File: config.mk
export PLATFORM = sky130hd
export DESIGN_NAME = writeback_arbiter
export DESIGN_NICKNAME = d
export VERILOG_FILES = /design/src/rtl/writeback_arbiter_pkg.sv /design/src/rtl/writeback_arbiter_hold_slot.sv /design/src/rtl/writeback_arbiter.sv
export SDC_FILE = /design/constraint.sdc
export NUM_CORES = 1
export LEC_CHECK = 0
export ABC_AREA = 1
export ABC_CLOCK_PERIOD_IN_PS = 1270
export BUFFER_PORTS_ARGS = -buffer_cell sky130_fd_sc_hd__buf_2
export CORE_ASPECT_RATIO = 1.25
export CORE_MARGIN = 3
export CORE_UTILIZATION = 35
export CTS_CLUSTER_DIAMETER = 200
export DETAILED_ROUTE_END_ITERATION = 10
export HOLD_SLACK_MARGIN = 0.15
export PLACE_DENSITY = 0.69
export SLEW_MARGIN = 10
export SYNTH_ARGS = -nofsm -noshare
export SYNTH_HDL_FRONTEND = slang
export SYNTH_SLANG_ARGS = --single-unit
File: constraint.sdc
create_clock -name clk -period 1.27 [get_ports clk]
set_input_delay 0.127 -clock clk [delete_from_list [all_inputs] [get_ports clk]]
set_output_delay 0.127 -clock clk [all_outputs]
set_load 0.005 [all_outputs]
File: src/rtl/writeback_arbiter_pkg.sv
// Shared pipeline constants for the writeback stage: FSM state codes, source ids, register address width.
package writeback_arbiter_pkg;

  localparam int REG_AW = 5;

  typedef logic [0:0] wb_state_t;
  localparam wb_state_t ST_NORMAL = 1'b0;
  localparam wb_state_t ST_STARVE = 1'b1;

  typedef logic src_t;
  localparam src_t SRC_ALU = 1'b0;
  localparam src_t SRC_LD  = 1'b1;

endpackage

File: src/rtl/writeback_arbiter_hold_slot.sv
// wb_hold_slot: one-entry result holding register; 1-cycle fill latency.
// Refills in the same cycle it is granted; refuses input during flush and reset.
module wb_hold_slot
  import writeback_arbiter_pkg::*;
#(
  parameter int XLEN = 64
) (
  input  logic              clk,
  input  logic              reset,
  input  logic              flush,
  input  logic              in_valid,
  output logic              in_ready,
  input  logic [REG_AW-1:0] in_rd,
  input  logic [XLEN-1:0]   in_data,
  input  logic              grant,
  output logic              hold_valid,
  output logic [REG_AW-1:0] hold_rd,
  output logic [XLEN-1:0]   hold_data
);

  assign in_ready = reset & ~flush & (~hold_valid | grant);

  always_ff @(posedge clk or negedge reset) begin
    if (!reset) begin
      hold_valid <= 1'b0;
      hold_rd    <= '0;
      hold_data  <= '0;
    end else if (flush) begin
      hold_valid <= 1'b0;
    end else if (in_valid && in_ready) begin
      hold_valid <= 1'b1;
      hold_rd    <= in_rd;
      hold_data  <= in_data;
    end else if (grant) begin
      hold_valid <= 1'b0;
    end
  end

endmodule

File: src/rtl/writeback_arbiter.sv
// Writeback arbiter: ALU and load results into one register-file write port; 2-cycle accept-to-write latency.
// Load wins ties until the ALU has lost STARVE_LIMIT times in a row; per-source ready deasserts while its slot waits.
module writeback_arbiter
  import writeback_arbiter_pkg::*;
#(
  parameter int XLEN         = 64,
  parameter int STARVE_LIMIT = 3
) (
  input  logic              clk,
  input  logic              reset,
  input  logic              flush,
  input  logic              alu_valid,
  output logic              alu_ready,
  input  logic [REG_AW-1:0] alu_rd,
  input  logic [XLEN-1:0]   alu_data,
  input  logic              ld_valid,
  output logic              ld_ready,
  input  logic [REG_AW-1:0] ld_rd,
  input  logic [XLEN-1:0]   ld_data,
  output logic              rf_we,
  output logic [REG_AW-1:0] rf_waddr,
  output logic [XLEN-1:0]   rf_wdata,
  output logic              write_back_done,
  output logic              done_src
);

  localparam int CW = $clog2(STARVE_LIMIT + 1);
  localparam logic [CW:0] LIMIT_W = (CW + 1)'(STARVE_LIMIT);

  logic              alu_hold_valid, ld_hold_valid;
  logic [REG_AW-1:0] alu_hold_rd, ld_hold_rd;
  logic [XLEN-1:0]   alu_hold_data, ld_hold_data;
  logic              grant_alu, grant_ld, grant_any;
  logic [REG_AW-1:0] win_rd;
  logic [XLEN-1:0]   win_data;
  wb_state_t         state;
  logic [CW-1:0]     loss_cnt;
  logic [CW:0]       loss_inc;

  wb_hold_slot #(.XLEN(XLEN)) u_alu_slot (
    .clk        (clk),
    .reset      (reset),
    .flush      (flush),
    .in_valid   (alu_valid),
    .in_ready   (alu_ready),
    .in_rd      (alu_rd),
    .in_data    (alu_data),
    .grant      (grant_alu),
    .hold_valid (alu_hold_valid),
    .hold_rd    (alu_hold_rd),
    .hold_data  (alu_hold_data)
  );

  wb_hold_slot #(.XLEN(XLEN)) u_ld_slot (
    .clk        (clk),
    .reset      (reset),
    .flush      (flush),
    .in_valid   (ld_valid),
    .in_ready   (ld_ready),
    .in_rd      (ld_rd),
    .in_data    (ld_data),
    .grant      (grant_ld),
    .hold_valid (ld_hold_valid),
    .hold_rd    (ld_hold_rd),
    .hold_data  (ld_hold_data)
  );

  // A flushed cycle retires nothing; the slots are being emptied anyway.
  assign grant_ld  = ~flush & ld_hold_valid & (~alu_hold_valid | (state == ST_NORMAL));
  assign grant_alu = ~flush & alu_hold_valid & ~grant_ld;
  assign grant_any = grant_alu | grant_ld;
  assign win_rd    = grant_ld ? ld_hold_rd : alu_hold_rd;
  assign win_data  = grant_ld ? ld_hold_data : alu_hold_data;
  assign loss_inc  = {1'b0, loss_cnt} + {{CW{1'b0}}, 1'b1};

  always_ff @(posedge clk or negedge reset) begin
    if (!reset) begin
      state           <= ST_NORMAL;
      loss_cnt        <= '0;
      rf_we           <= 1'b0;
      rf_waddr        <= '0;
      rf_wdata        <= '0;
      write_back_done <= 1'b0;
      done_src        <= SRC_ALU;
    end else if (flush) begin
      state           <= ST_NORMAL;
      loss_cnt        <= '0;
      rf_we           <= 1'b0;
      write_back_done <= 1'b0;
    end else begin
      write_back_done <= grant_any;
      rf_we           <= grant_any && (win_rd != '0);
      if (grant_any) begin
        rf_waddr <= win_rd;
        rf_wdata <= win_data;
        done_src <= grant_ld ? SRC_LD : SRC_ALU;
      end
      // The loss streak only grows while an ALU result is actually waiting.
      if (grant_alu) begin
        state    <= ST_NORMAL;
        loss_cnt <= '0;
      end else if (!alu_hold_valid) begin
        loss_cnt <= '0;
      end else if (loss_inc >= LIMIT_W) begin
        loss_cnt <= LIMIT_W[CW-1:0];
        state    <= ST_STARVE;
      end else begin
        loss_cnt <= loss_inc[CW-1:0];
      end
    end
  end

endmodule

[Yosys cells after proc, flatten, opt, wreduce, memory -nomap -nowiden]
Index checks and enable logic that the tools add are counted.
Word-level totals
  register bits after elaboration: 215
  input port bits: 143
  output and inout bits: 74
Operators by class
  $add $sub $neg: 1
  $lt $le $gt $ge: 1
  muxes and demuxes: 19
  bitwise operators: 16
  reductions and logical operators: 12
Operators with widths (number)
  64-bit two-way mux: 1
  1-bit two-way mux: 13
  3-bit nonzero test: 4
  2-bit two-way mux: 4
  2-bit AND reduction: 4
  1-bit bitwise AND: 7
  5-bit two-way mux: 1
  1-bit NOT: 5
  5-bit nonzero test: 1
  1-bit bitwise OR: 4
  2-bit by 1-bit adder with 3-bit output, second input constant: 1
  3-bit by 2-bit greater-or-equal comparator with 1-bit output, second input constant: 1
  1-bit logical AND: 3

[Logic depth before layout (Yosys ltp)]
  depth after elaboration: 10
  depth in mapped cells: 9
  mapped depth without buffers: 7

[Hierarchy]
From an unflattened synthesis, not the netlist that was laid out.
Unflattened totals
  cell total of the unflattened synthesis: 1039
  area total of the unflattened synthesis: 9211.3 µm²
By module, submodules not included
  wb_hold_slot: instances 2, cells an instance 313, area an instance 2886.5 µm²
  writeback_arbiter: instances 1, cells an instance 413, area an instance 3438.3 µm²

[Worst setup path after synthesis]
OpenSTA, ideal clock, no wires.
  path kind: flip-flop to flip-flop
  from: register u_alu_slot.hold_valid
  to: register u_alu_slot.hold_data[30]
  library setup time: 121 ps
  arrival: 1289 ps
  data required time: 1149 ps
  path slack: -139 ps
  cell stages (with the launch flop): 9
  path buffers: 2
  cell sequence: dfrtp_1 nand2_2 inv_2 nor2_1 nand2_2 nand3_2 buf_4 buf_2 o21ai_1
Between the ends
  cells in the longest elaborated chain, start to end: 9
  elaborated cells between the ends (all ways): 10
  classes of those cells: 8 x bitwise; 2 x reduce/logical
Ends and longest elaborated chain
  start, declared: RTL line writeback_arbiter_hold_slot.sv:16  | output logic hold_valid,
  start signal, assigned: RTL line writeback_arbiter_hold_slot.sv:25  | hold_valid <= 1'b0;
  start signal, assigned: RTL line writeback_arbiter_hold_slot.sv:29  | hold_valid <= 1'b0;
  start signal, assigned: RTL line writeback_arbiter_hold_slot.sv:31  | hold_valid <= 1'b1;
  1-bit NOT: RTL line writeback_arbiter_hold_slot.sv:21, writeback_arbiter.sv:69
  1-bit bitwise OR: RTL line writeback_arbiter.sv:69  | assign grant_ld = ~flush & ld_hold_valid & (~alu_hold_valid | (state == ST_NORMAL));
  1-bit bitwise AND: RTL line writeback_arbiter.sv:69
  1-bit NOT: RTL line writeback_arbiter.sv:70  | assign grant_alu = ~flush & alu_hold_valid & ~grant_ld;
  1-bit bitwise AND: RTL line writeback_arbiter.sv:70
  1-bit bitwise OR *: RTL line writeback_arbiter_hold_slot.sv:21  | assign in_ready = reset & ~flush & (~hold_valid | grant);
  1-bit bitwise AND *: RTL line writeback_arbiter_hold_slot.sv:21
  1-bit logical AND *: RTL line writeback_arbiter_hold_slot.sv:30  | end else if (in_valid && in_ready) begin
  2-bit AND reduction (no line) *
  end signal, assigned: RTL line writeback_arbiter_hold_slot.sv:33  | hold_data <= in_data;
  end, declared: RTL line writeback_arbiter_hold_slot.sv:18  | output logic [XLEN-1:0] hold_data
Every way passes the cells marked *; elsewhere a longest branch is shown, timed or not.
A chain may end at the register's enable or synchronous reset.

[Final worst setup path]
  from: register state
  to: output port alu_ready
Between the ends
  cells in the longest elaborated chain, start to end: 7
Ends and longest elaborated chain
  start, declared: RTL line writeback_arbiter.sv:36  | wb_state_t state;
  start signal, assigned: RTL line writeback_arbiter.sv:78  | state <= ST_NORMAL;
  start signal, assigned: RTL line writeback_arbiter.sv:86  | state <= ST_NORMAL;
  start signal, assigned: RTL line writeback_arbiter.sv:100  | state <= ST_NORMAL;
  1-bit NOT: RTL line writeback_arbiter.sv:69
  1-bit bitwise OR: RTL line writeback_arbiter.sv:69
  1-bit bitwise AND: RTL line writeback_arbiter.sv:69
  1-bit NOT: RTL line writeback_arbiter.sv:70
  1-bit bitwise AND: RTL line writeback_arbiter.sv:70
  1-bit bitwise OR: RTL line writeback_arbiter_hold_slot.sv:21
  1-bit bitwise AND: RTL line writeback_arbiter_hold_slot.sv:21
  end, declared: RTL line writeback_arbiter.sv:13  | output logic alu_ready,
No other way between the ends.

==> results.sh <==
export IMPL_via_per_inst=5.278
export IMPL_synth_top_family_by_area="simple AND/OR/NAND/NOR gates"
export IMPL_ys_seq_area_share_pct=61.06
export IMPL_synth_area_mux_share_pct=0
export IMPL_finalSetupViolCount=215
export IMPL_critical_path_depth=8
export IMPL_synth_compound_area_share_pct=12.00
export IMPL_reg2reg_depth=11
export IMPL_critPathMaxFanout=2
export IMPL_synth_edf_count=0
export IMPL_clock_fmax_mhz=576.8
export IMPL_cp_top_family="flip-flops"
export IMPL_critical_path_class="reg -> out"
export IMPL_detail_route_first_pass_iterations=5
export IMPL_hold_depth=4
export IMPL_routed_wirelength_mm=38.99
export IMPL_antenna_found_initial=0
export IMPL_tritoncts="yes"
export IMPL_detail_route_wl_per_cell_um=21.42
export IMPL_outcome="complete, but fails checks"
export IMPL_hp_start="flush"
export IMPL_synth_ff_type="dfrtp_1"
export IMPL_gp_congestion=0.8032
export IMPL_worst_path_largest_cell_delay_ns=0.41
export IMPL_die_w_um=147.9
export IMPL_grt_pass1_vias=9845
export IMPL_route_vias_total=9606
export IMPL_synthTopCellsByArea="dfrtp_1 61%, nand2_1 12%, a21oi_1 7.7%"
export IMPL_design_die_area_um2=27130
export IMPL_yosys_area_share_adder_pct=0
export IMPL_initial_core_util_pct=35.72
export IMPL_critical_path_arrival_ns=1.61
export IMPL_grt_usage_pct=26.71
export IMPL_placed_cell_area_um2=10580
export IMPL_io_buffers=216
export IMPL_die_h_um=183.4
export IMPL_worstSkewPairLatency_ns=0.51
export IMPL_cts_buffer_depth=3
export IMPL_hold_path_class="in -> reg"
export IMPL_start_kind="flop"
export IMPL_grt_overflow=0
export IMPL_clk_pin_slew_ns=0.06
export IMPL_r2r_slack_ns=-0.43
export IMPL_synth_top_area_share_pct=61.06
export IMPL_min_to="state"
export IMPL_period_share_pct=136.5
export IMPL_hold_buffers=141
export IMPL_ir_worst_vdd_v=0.0009439
export IMPL_synthesis_nets=1152
export IMPL_rr_startpoint="state"
export IMPL_cts_root_buf="clkbuf_16"
export IMPL_drcViolationCount=0
export IMPL_synth_xor_area_share_pct=0
export IMPL_slew_headroom_pct=56.75
export IMPL_async_reset_ff_share_pct=100.0
export IMPL_grt_pass1_wl_mm=56.10
export IMPL_place_hpwl_mm=16.65
export IMPL_hold_viol_final=0
export IMPL_netlist_area_um2=8811
export IMPL_drtIter0Drc=521
export IMPL_cp_slowest_cell="dfrtp_1"
export IMPL_cts_sinks=215
export IMPL_timing_final_crit_period_ns=1.734
export IMPL_skew_ns=0.01065
export IMPL_drive_gt1_share_pct=44.16
export IMPL_ys_types=18
export IMPL_ys_warn_count=0
export IMPL_rsz0062_at_grt="yes"
export IMPL_cellPowerDensity_nw_per_um2=1282
export IMPL_violations="negative setup slack"
export IMPL_pin_count=217
export IMPL_path_cells="nand2_2 > inv_2 > nor2_4 > nand2_2 > buf_6 > nand2_4 > inv_2 > buf_6"
export IMPL_htreeDepth=1
export IMPL_reg2reg_to="u_alu_slot.hold_data[63]"
export IMPL_synthSimpleGateAreaFrac_pct=19.85
export IMPL_ant_nets=0
export IMPL_worst_pin_slew_ns=0.6488
export IMPL_worst_slack_ns=-0.4637
export IMPL_crit_path_end_kind="output port"
export IMPL_cts_buffers=23
export IMPL_finish_utilization_pct=65.06
export IMPL_yosys_area_top_type="dfrtp_1"
export IMPL_core_area_um2=24660
export IMPL_synthCells=1009
export IMPL_syn_to_final_growth_pct=82.12
export IMPL_synthTopCellsByCount="282 x nand2_1, 215 x dfrtp_1, 136 x a21oi_1"
export IMPL_required_ns=1.14
export IMPL_final_max_slew_viol_count=0
export IMPL_fillers=1768
export IMPL_critical_path_buf_inv_count=4
export IMPL_power_leakage_nw=7.657
export IMPL_nets=1617
export IMPL_drv_cap=0
export IMPL_core_rowCount=64
export IMPL_yosysMostFrequentCell="nand2_1"
export IMPL_ys_ff_latch=215
export IMPL_antenna_cells=0
export IMPL_grt_max_degree=113
export IMPL_fin_area_um2=16050
export IMPL_avgSynthCellArea_um2=8.732
[state kept, by name (all words and copies together), names as in the netlist, 2 cells and up]
name / flops
u_ld_slot.hold_rd: 5
rf_wdata: 64
u_alu_slot.hold_rd: 5
loss_cnt: 2
u_ld_slot.hold_data: 64
u_alu_slot.hold_data: 64
rf_waddr: 5
[worst max-delay path by stage]
stage | from | end | slack, ns
6_report | state | alu_ready | -0.46
5_1_grt | state | alu_ready | -0.51
4_1_cts | state | alu_ready | -0.40
3_5_place_dp | u_alu_slot.hold_valid | u_ld_slot.hold_rd[0] | -0.19
3_3_place_gp | u_alu_slot.hold_valid | u_ld_slot.hold_rd[0] | -0.16
2_1_floorplan | u_alu_slot.hold_valid | u_alu_slot.hold_rd[0] | -0.07
[per-layer routing]
metal,global-route usage (%),routed length (µm)
met5,0,0
met4,12.05,2303
met3,3.880,2598
met2,48.20,20240
met1,31.54,13850
[report_power, final]
part	internal, mW	switching [mW]
logic	2.37	2.28
clock network	3.89	2.85
registers	8.13	1.06
total	14.4	6.19
[cell families after synthesis]
group | Yosys count
AO/OA/AOI/OAI | 211
buffers and inverters | 146
flip-flops | 215
AND/OR/NAND/NOR | 437
[final cells by class]
class / instances / area [µm²] / area share, %
clock buffer: 31 / 665.6 / 4.148
multi-input combinational: 653 / 3996 / 24.90
tap: 330 / 412.9 / 2.573
inverter: 80 / 305.3 / 1.903
sequential: 215 / 5380 / 33.53
timing repair buffer: 501 / 5201 / 32.41
clock inverter: 10 / 85.08 / 0.5302
[per-stage QoR]
step                      setup TNS [ns]  worst slack, ns  total power, mW  cells  hold WS [ns]
after floorplan                   -7.874         -0.07208            10.22   1009       -0.1686
after global placement            -9.414          -0.1552            11.75   1533        0.3593
after detailed placement          -18.91          -0.1943            11.86   1533        0.3618
after CTS                         -52.28          -0.3975            19.74   1806        0.1806
after global routing              -74.60          -0.5107            21.42   1820        0.1271
final                             -62.69          -0.4637            20.57   1820       0.09396
[tightest hold or removal path: stages]
cell	delay, ns
buf_2	0.14
nor2_1	0.09
o22ai_2	0.13
inv_1	0.07
[cell usage in the layout (no fill, tap or decap), types with 6 or more instances in the layout]
cell type / instances
nand3_4: 7
inv_1: 76
clkbuf_16: 25
o21ai_1: 50
buf_8: 7
buf_4: 23
nor2_1: 47
nand2_2: 72
o21ai_2: 19
clkbuf_8: 6
buf_12: 52
dlygate4sd3_1: 140
buf_16: 37
nor2_2: 26
buf_6: 25
nor2_4: 7
buf_2: 213
nand3_2: 26
clkinv_2: 7
nand3_1: 43
a21oi_1: 63
nand2_1: 191
a21oi_2: 57
dfrtp_1: 215
a21oi_4: 16
nand2_4: 20
[what timing repair did]
item	CTS	global route
setup buffers	43	25
pin swaps	8	32
setup endpoints to repair	209	215
endpoints found under the hold margin	356	2
gates cloned	51	2
resized for setup	188	250
Note: power is estimated with default switching activity, not from simulation.
